$ cat src/rtl/pulpemu_uart_pkg.sv
`default_nettype none
// ============================================================================
// Module   : pulpemu_uart_pkg
// Purpose  : Shared constants and receiver FSM state encoding for the
//            emulation-side UART receiver.
// Contents : UART_DATA_BITS - bits per character
//            UART_MIN_DIV   - smallest usable bit-period divider
//            uart_rx_state_e - receiver FSM states (explicit 3-bit encoding)
// Revision : 1.0 - initial release
// ============================================================================
package pulpemu_uart_pkg;

  localparam int UART_DATA_BITS = 8;
  localparam int UART_MIN_DIV   = 3;

  typedef enum logic [2:0] {
    ST_IDLE   = 3'd0,
    ST_START  = 3'd1,
    ST_DATA   = 3'd2,
    ST_PARITY = 3'd3,
    ST_STOP   = 3'd4,
    ST_BREAK  = 3'd5
  } uart_rx_state_e;

endpackage
`default_nettype wire

$ cat src/rtl/pulpemu_uart_rx_fifo.sv
`default_nettype none
// ============================================================================
// Module   : pulpemu_uart_rx_fifo
// Purpose  : Small synchronous FIFO with a registered head word and a
//            registered valid flag, used to buffer received characters.
// Ports    : clk_i, rstn_i      - clock, async active-low reset
//            push_i, wdata_i    - write request and data
//            pop_i              - read request (ignored when empty)
//            head_o, valid_o    - registered head word / non-empty flag
//            full_o, empty_o    - occupancy status
// Revision : 1.0 - initial release
// ============================================================================
module pulpemu_uart_rx_fifo #(
  parameter int FIFO_DEPTH = 4,
  parameter int WIDTH      = 8
) (
  input  logic             clk_i,
  input  logic             rstn_i,
  input  logic             push_i,
  input  logic [WIDTH-1:0] wdata_i,
  input  logic             pop_i,
  output logic [WIDTH-1:0] head_o,
  output logic             valid_o,
  output logic             full_o,
  output logic             empty_o
);

  localparam int AW = $clog2(FIFO_DEPTH);
  localparam logic [AW:0] C_DEPTH = (AW+1)'(FIFO_DEPTH);
  localparam logic [AW:0] C_ONE   = (AW+1)'(1);

  logic [WIDTH-1:0] r_mem [FIFO_DEPTH];
  logic [AW-1:0]    r_wptr;
  logic [AW-1:0]    r_rptr;
  logic [AW:0]      r_count;
  logic [WIDTH-1:0] r_head;
  logic             r_valid;

  logic             w_do_push;
  logic             w_do_pop;
  logic             w_head_from_wr;
  logic [AW-1:0]    w_rptr_nxt;
  logic [AW:0]      w_count_nxt;
  logic [WIDTH-1:0] w_head_nxt;

  assign full_o  = (r_count == C_DEPTH);
  assign empty_o = (r_count == '0);
  assign head_o  = r_head;
  assign valid_o = r_valid;

  // A full FIFO still accepts a push when the head leaves in the same cycle.
  assign w_do_pop  = pop_i & ~empty_o;
  assign w_do_push = push_i & (~full_o | w_do_pop);

  assign w_rptr_nxt = w_do_pop ? r_rptr + AW'(1) : r_rptr;

  // The incoming word becomes the head when nothing older survives this cycle.
  assign w_head_from_wr = empty_o | ((r_count == C_ONE) & w_do_pop);

  always_comb begin
    w_count_nxt = r_count;
    if (w_do_push && !w_do_pop) begin
      w_count_nxt = r_count + C_ONE;
    end else if (!w_do_push && w_do_pop) begin
      w_count_nxt = r_count - C_ONE;
    end
  end

  always_comb begin
    w_head_nxt = r_head;
    if (w_do_push && w_head_from_wr) begin
      w_head_nxt = wdata_i;
    end else if (w_do_pop && (r_count > C_ONE)) begin
      w_head_nxt = r_mem[w_rptr_nxt];
    end
  end

  always_ff @(posedge clk_i) begin
    if (w_do_push) begin
      r_mem[r_wptr] <= wdata_i;
    end
  end

  always_ff @(posedge clk_i or negedge rstn_i) begin
    if (!rstn_i) begin
      r_wptr  <= '0;
      r_rptr  <= '0;
      r_count <= '0;
      r_head  <= '0;
      r_valid <= 1'b0;
    end else begin
      if (w_do_push) begin
        r_wptr <= r_wptr + AW'(1);
      end
      r_rptr  <= w_rptr_nxt;
      r_count <= w_count_nxt;
      r_head  <= w_head_nxt;
      r_valid <= (w_count_nxt != '0);
    end
  end

endmodule
`default_nettype wire

$ cat src/rtl/pulpemu_uart_rx.sv
`default_nettype none
// ============================================================================
// Module   : pulpemu_uart_rx
// Purpose  : UART receiver sampling PULP's serial TX line, deframing 8-bit
//            characters (optional parity) into a small elastic FIFO exposed
//            as a valid/ready stream.
// Ports    : clk_i, rstn_i                     - clock, async active-low reset
//            rx_i                              - asynchronous serial line
//            cfg_div_i                         - bit period minus 1 (min 3)
//            cfg_parity_en_i, cfg_parity_odd_i - parity configuration
//            rx_data_o, rx_valid_o, rx_ready_i - received byte stream
//            frame_err_o, parity_err_o, overrun_o - sticky error flags
//            clr_err_i                         - clear sticky flags
//            busy_o                            - a frame is in progress
// Revision : 1.0 - initial release
// ============================================================================
module pulpemu_uart_rx
  import pulpemu_uart_pkg::*;
#(
  parameter int FIFO_DEPTH  = 4,
  parameter int SYNC_STAGES = 2
) (
  input  logic        clk_i,
  input  logic        rstn_i,
  input  logic        rx_i,
  input  logic [15:0] cfg_div_i,
  input  logic        cfg_parity_en_i,
  input  logic        cfg_parity_odd_i,
  output logic [7:0]  rx_data_o,
  output logic        rx_valid_o,
  input  logic        rx_ready_i,
  output logic        frame_err_o,
  output logic        parity_err_o,
  output logic        overrun_o,
  input  logic        clr_err_i,
  output logic        busy_o
);

  localparam logic [15:0] C_MIN_DIV  = 16'(UART_MIN_DIV);
  localparam logic [2:0]  C_LAST_BIT = 3'(UART_DATA_BITS - 1);

  logic [SYNC_STAGES-1:0] r_sync;
  uart_rx_state_e         r_state;
  logic [15:0]            r_cnt;
  logic [15:0]            r_div;
  logic                   r_par_en;
  logic                   r_par_odd;
  logic [2:0]             r_bit_idx;
  logic [7:0]             r_shreg;
  logic                   r_par_acc;
  logic                   r_bad;
  logic                   r_frame_err;
  logic                   r_parity_err;
  logic                   r_overrun;

  logic                   w_rx_s;
  logic [15:0]            w_div_eff;
  logic [15:0]            w_half_m1;
  logic                   w_tick;
  logic                   w_par_exp;
  logic                   w_set_parity;
  logic                   w_set_frame;
  logic                   w_push;
  logic                   w_fifo_full;
  logic                   w_fifo_empty;
  logic                   w_set_overrun;

  // Synchronizer: resets to idle-high so reset never looks like a start bit.
  always_ff @(posedge clk_i or negedge rstn_i) begin
    if (!rstn_i) begin
      r_sync <= '1;
    end else begin
      r_sync <= {r_sync[SYNC_STAGES-2:0], rx_i};
    end
  end

  assign w_rx_s = r_sync[SYNC_STAGES-1];

  assign w_div_eff = (cfg_div_i < C_MIN_DIV) ? C_MIN_DIV : cfg_div_i;

  // (d+1)>>1 rewritten as (d>>1)+d[0] to stay within 16 bits.
  assign w_half_m1 = (w_div_eff >> 1) + {15'd0, w_div_eff[0]} - 16'd1;

  assign w_tick = (r_cnt == 16'd0);

  // r_par_acc holds the XOR of the data bits; odd parity expects its inverse.
  assign w_par_exp    = r_par_odd ? ~r_par_acc : r_par_acc;
  assign w_set_parity = (r_state == ST_PARITY) & w_tick & (w_rx_s != w_par_exp);
  assign w_set_frame  = (r_state == ST_STOP) & w_tick & ~w_rx_s;
  assign w_push       = (r_state == ST_STOP) & w_tick & w_rx_s & ~r_bad;

  assign w_set_overrun = w_push & w_fifo_full & ~(~w_fifo_empty & rx_ready_i);

  always_ff @(posedge clk_i or negedge rstn_i) begin
    if (!rstn_i) begin
      r_state   <= ST_IDLE;
      r_cnt     <= '0;
      r_div     <= C_MIN_DIV;
      r_par_en  <= 1'b0;
      r_par_odd <= 1'b0;
      r_bit_idx <= '0;
      r_shreg   <= '0;
      r_par_acc <= 1'b0;
      r_bad     <= 1'b0;
    end else begin
      case (r_state)
        ST_IDLE: begin
          if (!w_rx_s) begin
            r_div     <= w_div_eff;
            r_par_en  <= cfg_parity_en_i;
            r_par_odd <= cfg_parity_odd_i;
            r_cnt     <= w_half_m1;
            r_bad     <= 1'b0;
            r_state   <= ST_START;
          end
        end
        ST_START: begin
          if (w_tick) begin
            if (w_rx_s) begin
              // Line back high at mid start bit: a glitch, not a frame.
              r_state <= ST_IDLE;
            end else begin
              r_cnt     <= r_div;
              r_bit_idx <= '0;
              r_par_acc <= 1'b0;
              r_state   <= ST_DATA;
            end
          end else begin
            r_cnt <= r_cnt - 16'd1;
          end
        end
        ST_DATA: begin
          if (w_tick) begin
            r_shreg   <= {w_rx_s, r_shreg[7:1]};
            r_par_acc <= r_par_acc ^ w_rx_s;
            r_cnt     <= r_div;
            r_bit_idx <= r_bit_idx + 3'd1;
            if (r_bit_idx == C_LAST_BIT) begin
              r_state <= r_par_en ? ST_PARITY : ST_STOP;
            end
          end else begin
            r_cnt <= r_cnt - 16'd1;
          end
        end
        ST_PARITY: begin
          if (w_tick) begin
            if (w_set_parity) begin
              r_bad <= 1'b1;
            end
            r_cnt   <= r_div;
            r_state <= ST_STOP;
          end else begin
            r_cnt <= r_cnt - 16'd1;
          end
        end
        ST_STOP: begin
          if (w_tick) begin
            // Returning to IDLE mid stop bit lets back-to-back frames resync.
            r_state <= w_rx_s ? ST_IDLE : ST_BREAK;
          end else begin
            r_cnt <= r_cnt - 16'd1;
          end
        end
        ST_BREAK: begin
          if (w_rx_s) begin
            r_state <= ST_IDLE;
          end
        end
        default: begin
          r_state <= ST_IDLE;
        end
      endcase
    end
  end

  // Sticky flags: a new event wins over a simultaneous clear.
  always_ff @(posedge clk_i or negedge rstn_i) begin
    if (!rstn_i) begin
      r_frame_err  <= 1'b0;
      r_parity_err <= 1'b0;
      r_overrun    <= 1'b0;
    end else begin
      r_frame_err  <= w_set_frame   | (r_frame_err  & ~clr_err_i);
      r_parity_err <= w_set_parity  | (r_parity_err & ~clr_err_i);
      r_overrun    <= w_set_overrun | (r_overrun    & ~clr_err_i);
    end
  end

  pulpemu_uart_rx_fifo #(
    .FIFO_DEPTH (FIFO_DEPTH),
    .WIDTH      (UART_DATA_BITS)
  ) u_fifo (
    .clk_i   (clk_i),
    .rstn_i  (rstn_i),
    .push_i  (w_push),
    .wdata_i (r_shreg),
    .pop_i   (rx_ready_i),
    .head_o  (rx_data_o),
    .valid_o (rx_valid_o),
    .full_o  (w_fifo_full),
    .empty_o (w_fifo_empty)
  );

  assign frame_err_o  = r_frame_err;
  assign parity_err_o = r_parity_err;
  assign overrun_o    = r_overrun;
  assign busy_o       = (r_state != ST_IDLE);

endmodule
`default_nettype wire
$ cat config.mk
export PLATFORM = sky130hd
export DESIGN_NAME = pulpemu_uart_rx
export DESIGN_NICKNAME = d
export VERILOG_FILES = /design/src/rtl/pulpemu_uart_pkg.sv /design/src/rtl/pulpemu_uart_rx_fifo.sv /design/src/rtl/pulpemu_uart_rx.sv
export SDC_FILE = /design/constraint.sdc
export NUM_CORES = 1
export LEC_CHECK = 0
export ABC_AREA = 1
export CORE_AREA = 2 2 131 133
export DETAILED_ROUTE_END_ITERATION = 8
export DIE_AREA = 0 0 133 135
export PLACE_DENSITY_LB_ADDON = 0.25
export SETUP_SLACK_MARGIN = 0.15
export SYNTH_ARGS = -nofsm -noshare
export SYNTH_HDL_FRONTEND = slang
export SYNTH_SLANG_ARGS = --single-unit
$ cat constraint.sdc
create_clock -name clk_i -period 4.59 [get_ports clk_i]
set_input_delay 0.918 -clock clk_i [delete_from_list [all_inputs] [get_ports clk_i]]
set_output_delay 0.918 -clock clk_i [all_outputs]
set_load 0.03 [all_outputs]
==> impl_metrics.tcl, run 1 <==
set metrics [dict create \
    outcome "finished, final reports clean" \
    postCtsHoldBufs 0 \
    gp_congestion 0.873 \
    area_delta_synth_final_pct 14.6 \
    setup_slack_ns 1.49 \
    max_stage_delay_ns 0.49 \
    die_y_um 135 \
    route.vias.total 4462 \
    portBuffers 35 \
    synth_cells 679 \
    cp.arrival_ns 3.34 \
    cts_buffer_depth 2 \
    drtIter0Drc 287 \
    insertion_delay_ns 0.35 \
    diodes 0 \
    finalSetupViolations 0 \
    post-place-ws_ns 1.10 \
    ys.flop_type "dfrtp_1" \
    grt_overflow 0 \
    start_kind "input pin" \
    antenna_found_initial 0 \
    drive_gt1_frac 0.106 \
    grt_util_met1 0.195 \
    crit_fanout 5 \
    grt.busiest_layer "met2" \
    path_delay_family "simple AND/OR/NAND/NOR gates" \
    max_freq_ghz 0.323 \
    met2_usage 0.255 \
    place_area_um2 6240 \
    ys_top_cells_by_area "dfrtp_1, edfxtp_1, nand2_1, nand3_1, inv_1" \
    cp-startpoint "cfg_div_i[7]" \
    netlist_top_cells_count "nand2_1, inv_1, dfrtp_1, nand3_1, nor2_1" \
    synth_edf_count 32 \
    peakVddDrop_uv 280 \
    grt_usage 0.151 \
    timing.max_cap.violations 0 \
    ctsHtreeMaxLevel 3 \
    fin_nets 752 \
    yosysMostFrequentCell "nand2_1" \
    die_area_um2 18000 \
    rsz0062_at_grt "no" \
    numCtsBuffers 9 \
    synth_top_area_frac 0.294 \
    finClkSkew_ns 0.00698 \
    r2r-start "u_fifo.r_count[0]$_DFF_PN0_" \
    grt_pass1_wl_mm 21.6 \
    p_total_w 0.00392 \
    drt_pass1_iterations 5 \
    dp.final_hpwl_mm 9.47 \
    via_per_inst 4.75 \
    hold_violations 0 \
    power_density_nw_per_um2 601 \
    syn-cell-area_um2 5700 \
    max_slew_margin 0.361 \
    fp-row-count 47 \
    cp_slowest_cell "clkdlybuf4s50_1" \
    fin_area_um2 6540 \
    yosys.cell_types.count 39 \
    wl_per_cell_um 13.4 \
    ctsResizeCount 0 \
    remaining_drc_errors 0 \
    post_cts_buffers 0 \
    total_leakage_power_nw 2.97 \
    clk_root_buffer_cell "clkbuf_16" \
    tightest_slew_ns 0.956 \
    slew_viol_final 0 \
    cp_num_buf_inv 2 \
    ys_warn_count 0 \
    cts.clk_slew.worst_paths_ns 0.07 \
    avgSynthCellArea_um2 8.40 \
    end_kind "flip-flop" \
    die_w_um 133 \
    synth.largest_area_cell "dfrtp_1" \
    cp.required_ns 4.84 \
    grtUsageMet3 0.0360 \
    grt_pass1_vias 4434 \
    min_path_type "flip-flop to flip-flop" \
    io_pins 36 \
    min_period_over_period 0.675 \
    min_from "r_sync[0]$_DFF_PN1_" \
    synth-seq-cells 103 \
    synth_fp_nets 717 \
    coreArea_um2 16400 \
    initial_core_util 0.348 \
    period_needed_ns 3.10 \
    grt_max_degree 72 \
    critical_path_class "input pin to flip-flop" \
    drt-total-wl_mm 12.5 \
    ys_seq_area_frac 0.481 \
    path_cells "clkdlybuf4s50_1 > nor2_1 > nand2_1 > nor3_1 > nor2_1 > ha_1 > nand2_1 > nor2_1 > inv_1 > nor2_1 > o21ai_0 > nand3_1 > nand2_1 > nand2_1" \
    synthArstFlopShare 0.689 \
    ant_nets 0 \
    cts_tree "built" \
    tns_ns 0 \
    clock-sinks 103 \
]
==> cell usage in the layout, fill, tap and decap left out, drive strengths merged, types with 2 or more instances in the layout <==
| cell type | count |
|---|---|
| clkbuf | 9 |
| o22ai | 2 |
| nand3 | 65 |
| o211ai | 18 |
| mux2 | 7 |
| dfrtp | 67 |
| clkinv | 4 |
| nand4 | 10 |
| clkdlybuf4s50 | 34 |
| nor2 | 74 |
| nor3 | 6 |
| or2 | 5 |
| nor4 | 2 |
| nand2 | 185 |
| xor2 | 18 |
| a21oi | 14 |
| edfxtp | 32 |
| ha | 15 |
| dfstp | 4 |
| nand3b | 2 |
| xnor2 | 2 |
| inv | 97 |
| o21ai | 40 |
| a31oi | 3 |
==> area by class of cell <==
class | count | area, µm²
well taps | 220 | 275
fillers | 1670 | 9870
clock buffers | 9 | 225
clock inverters | 7 | 65.1
repair buffers | 35 | 348
inverters | 95 | 362
flip-flops and latches | 103 | 2740
multi-input cells | 470 | 2520
==> per-layer routing <==
metal	routed length (µm)	vias to the layer above	part of all wire
li1	-	2278	-
met1	5900	2096	0.47
met2	6100	77	0.49
met3	429	11	0.034
met4	109	0	0.0087
met5	0	-	0
==> worst paths after layout <==
check,endpoint,slack (ns),cells after the start
max in group asynchronous,r_shreg[1]$_DFFE_PN0P_,3.31,1
min reg2reg,r_sync[1]$_DFF_PN1_,0.36,0
min,r_sync[1]$_DFF_PN1_,0.36,0
max,r_cnt[5]$_DFFE_PN0P_,1.49,14
min in group asynchronous,r_div[11]$_DFFE_PN0P_,0.67,1
max reg2reg,u_fifo.head_o[7]$_DFFE_PN0P_,1.98,12
==> flip-flops by register name (all words and copies together), names as in the netlist <==
signal	count
frame_err_o	1
overrun_o	1
parity_err_o	1
r_bad	1
r_bit_idx	3
r_cnt	16
r_div	16
r_par_acc	1
r_par_en	1
r_par_odd	1
r_shreg	8
r_state	3
r_sync	2
u_fifo.head_o	8
u_fifo.r_count	3
u_fifo.r_mem	32
u_fifo.r_rptr	2
u_fifo.r_wptr	2
u_fifo.valid_o	1
==> stage by stage <==
step           utilization  hold WS [ns]  cells
2_1_floorplan            -         0.345    679
3_3_place_gp         0.381         0.349    923
3_5_place_dp         0.381         0.349    923
4_1_cts              0.398         0.362    939
5_1_grt              0.398         0.366    939
6_report             0.398         0.360    939
==> logic make-up (layout without fill, tap and decap cells) <==
kind of cell | after synthesis | in the layout | share of synthesized area
and+or+nand+nor | 349 | 349 | 0.277
buffers and inverters | 106 | 146 | 0.0779
DFF | 103 | 103 | 0.481
AOI/OAI and AO/OA | 79 | 79 | 0.0860
xor gates and xnor gates | 20 | 20 | 0.0320
adders and majority gates | 15 | 15 | 0.0329
muxes | 7 | 7 | 0.0138
==> power breakdown <==
part	internal, W	total, W	switching (W)
sequential	0.00119	0.00140	0.000208
clock	0.000380	0.000747	0.000367
combinational	0.000622	0.00178	0.00116
No activity file was read; power rests on OpenSTA's default activity.
==> run 2: changes to the inputs <==
==> constraint.sdc (replaced) <==
create_clock -name clk_i -period 2.94 [get_ports clk_i]
set_input_delay 0.588 -clock clk_i [delete_from_list [all_inputs] [get_ports clk_i]]
set_output_delay 0.588 -clock clk_i [all_outputs]
set_load 0.03 [all_outputs]
==> run 2 against run 1 <==
Effect of this change: power rose by 61%; cell count up 1.7%; core utilization rose by 0.91 points; largest cell class unchanged; count of clock-buffer cells in the layout rose by 1; highest routed layer unchanged; worst setup slack worse by 1.0 ns.
==> impl_metrics.tcl, run 2 (same netlist as run 1, synthesis figures left out) <==
set metrics [dict create \
    largest_reg_flops 32 \
    max_stage_delay_ns 0.69 \
    cp_num_buf_inv 3 \
    crit_fanout 6 \
    min_path_type "input pin to asynchronous set/reset pin" \
    tns_ns 0 \
    diodes 0 \
    final_cell_mix "nand2_1, inv_1, dfrtp_1, nand3_1, nor2_1" \
    final_core_util 0.407 \
    clock-sinks 103 \
    coreArea_um2 16400 \
    outcome "finished, final reports clean" \
    whs_ns 0.347 \
    place_area_um2 6360 \
    post_cts_buffers 0 \
    cp_slowest_cell "clkdlybuf4s50_1" \
    drt-total-wl_mm 12.6 \
    total_leakage_power_nw 3.06 \
    grt_max_degree 72 \
    portBuffers 35 \
    drtIter0Drc 353 \
    remaining_drc_errors 0 \
    tightest_slew_ns 0.954 \
    final-seq-area_um2 2740 \
    grt_pass1_vias 4527 \
    grt_pass1_wl_mm 21.9 \
    cts_buffer_depth 2 \
    end_kind "primary output" \
    setup_slack_ns 0.450 \
    timing.max_cap.violations 0 \
    grt_usage 0.151 \
    critical_path_class "flip-flop to primary output" \
    initial_core_util 0.348 \
    start_kind "flip-flop" \
    grt_overflow 0 \
    max_slew_margin 0.364 \
    slew_viol_final 0 \
    drt_pass1_iterations 5 \
    finClkSkew_ns 0.00673 \
    cp.arrival_ns 1.90 \
    post-place-ws_ns 0.0326 \
    ctsHtreeMaxLevel 3 \
    power_density_nw_per_um2 946 \
    drive_gt1_frac 0.128 \
    die_w_um 133 \
    hold_violations 0 \
    min_period_over_period 0.847 \
    cts_tree "built" \
    dp.final_hpwl_mm 9.38 \
    layout_commonest_cell "nand2_1" \
    clk_root_buffer_cell "clkbuf_16" \
    path_cells "nor2_2 > inv_2 > nor2_2 > inv_2 > clkdlybuf4s50_1" \
    route.vias.total 4480 \
    fin_nets 768 \
    finalSetupViolations 0 \
    numCtsBuffers 9 \
    die_y_um 135 \
    fin_area_um2 6680 \
    max_flop_register "u_fifo.r_mem" \
    postCtsHoldBufs 0 \
    die_area_um2 18000 \
    fp-row-count 47 \
    rsz0062_at_grt "no" \
    wl_per_cell_um 13.2 \
    gp_congestion 0.925 \
    path_delay_family "buffers and inverters" \
    cp.required_ns 2.35 \
    reg.largest.list "u_fifo.r_mem: 32 flops, r_cnt: 16 flops, r_div: 16 flops" \
    via_per_inst 4.69 \
    cts.clk_slew.worst_paths_ns 0.07 \
    io_pins 36 \
    max_freq_ghz 0.402 \
    multiInputGateArea_um2 2520 \
    period_needed_ns 2.49 \
    insertion_delay_ns 0.35 \
    antenna_found_initial 0 \
    area_delta_synth_final_pct 17.2 \
    fillers 1612 \
    peakVddDrop_uv 398 \
    ant_nets 0 \
]
-- run 2: changes by cell type in the layout (fill, tap and decap cells not counted) --
cell,before,now
nor3_2,0,1
clkinv_8,1,0
clkbuf_8,0,1
bufinv_16,0,1
inv_6,2,3
buf_4,1,17
clkinv_1,1,0
clkinv_4,2,1
nor3_1,6,5
-- run 2: path summary, 6_finish.rpt --
path	endpoint	cells past startpoint	start	slack, ns
worst min register to register	r_sync[1]$_DFF_PN1_	0	r_sync[0]$_DFF_PN1_	0.36
worst max-delay path	busy_o	5	r_state[0]$_DFFE_PN0P_	0.45
max in group asynchronous	r_shreg[2]$_DFFE_PN0P_	1	rstn_i	1.93
min in group clk_i	r_sync[1]$_DFF_PN1_	0	r_sync[0]$_DFF_PN1_	0.36
worst min-delay path	r_div[12]$_DFFE_PN0P_	1	rstn_i	0.35
worst max register to register	r_cnt[12]$_DFFE_PN0P_	15	r_cnt[0]$_DFFE_PN0P_	0.71
-- run 2: layer usage --
metal,global-route usage,vias to the layer above,share of wire,routed length (µm)
met4,0.0382,0,0.011,140
met3,0.0387,10,0.045,575
met5,0,-,0,0
met1,0.191,2065,0.46,5820
met2,0.259,95,0.48,6110
li1,-,2310,-,-
-- run 2: power breakdown --
| group | internal, W | switching [W] |
|---|---|---|
| Clock | 0.000699 | 0.000569 |
| Combinational | 0.00103 | 0.00185 |
| Sequential | 0.00186 | 0.000317 |
-- run 2: worst register-to-register path, cell delays in order, from the launching register on --
cell	delay (ns)
dfrtp_1	0.43
inv_1	0.16
ha_1	0.20
inv_1	0.05
nor2_1	0.08
nand2_1	0.09
nor2_4	0.16
nand2_4	0.12
clkinv_4	0.10
nand2_1	0.11
nand2_2	0.20
inv_2	0.09
nand2_1	0.11
nand3_1	0.09
o21ai_1	0.09
inv_1	0.05
-- run 2: layout make-up --
cell class / count / share of cell area
flip-flops and latches: 103 / 0.410
multi-input cells: 470 / 0.377
repair buffers: 51 / 0.0700
inverters: 95 / 0.0541
well taps: 220 / 0.0412
clock buffers: 10 / 0.0358
clock inverters: 6 / 0.0112
-- run 2: timing repair --
item,in CTS,in global routing
setup endpoints to repair,0,1
endpoints found under the hold margin,0,0
gates resized for setup,0,1
-- run 2: metrics by stage --
| stage | total power [W] | instances |
|---|---|---|
| floorplan | 0.00431 | 679 |
| global placement | 0.00501 | 939 |
| detailed placement | 0.00506 | 939 |
| CTS | 0.00636 | 955 |
| global route | 0.00685 | 955 |
| finish | 0.00632 | 955 |
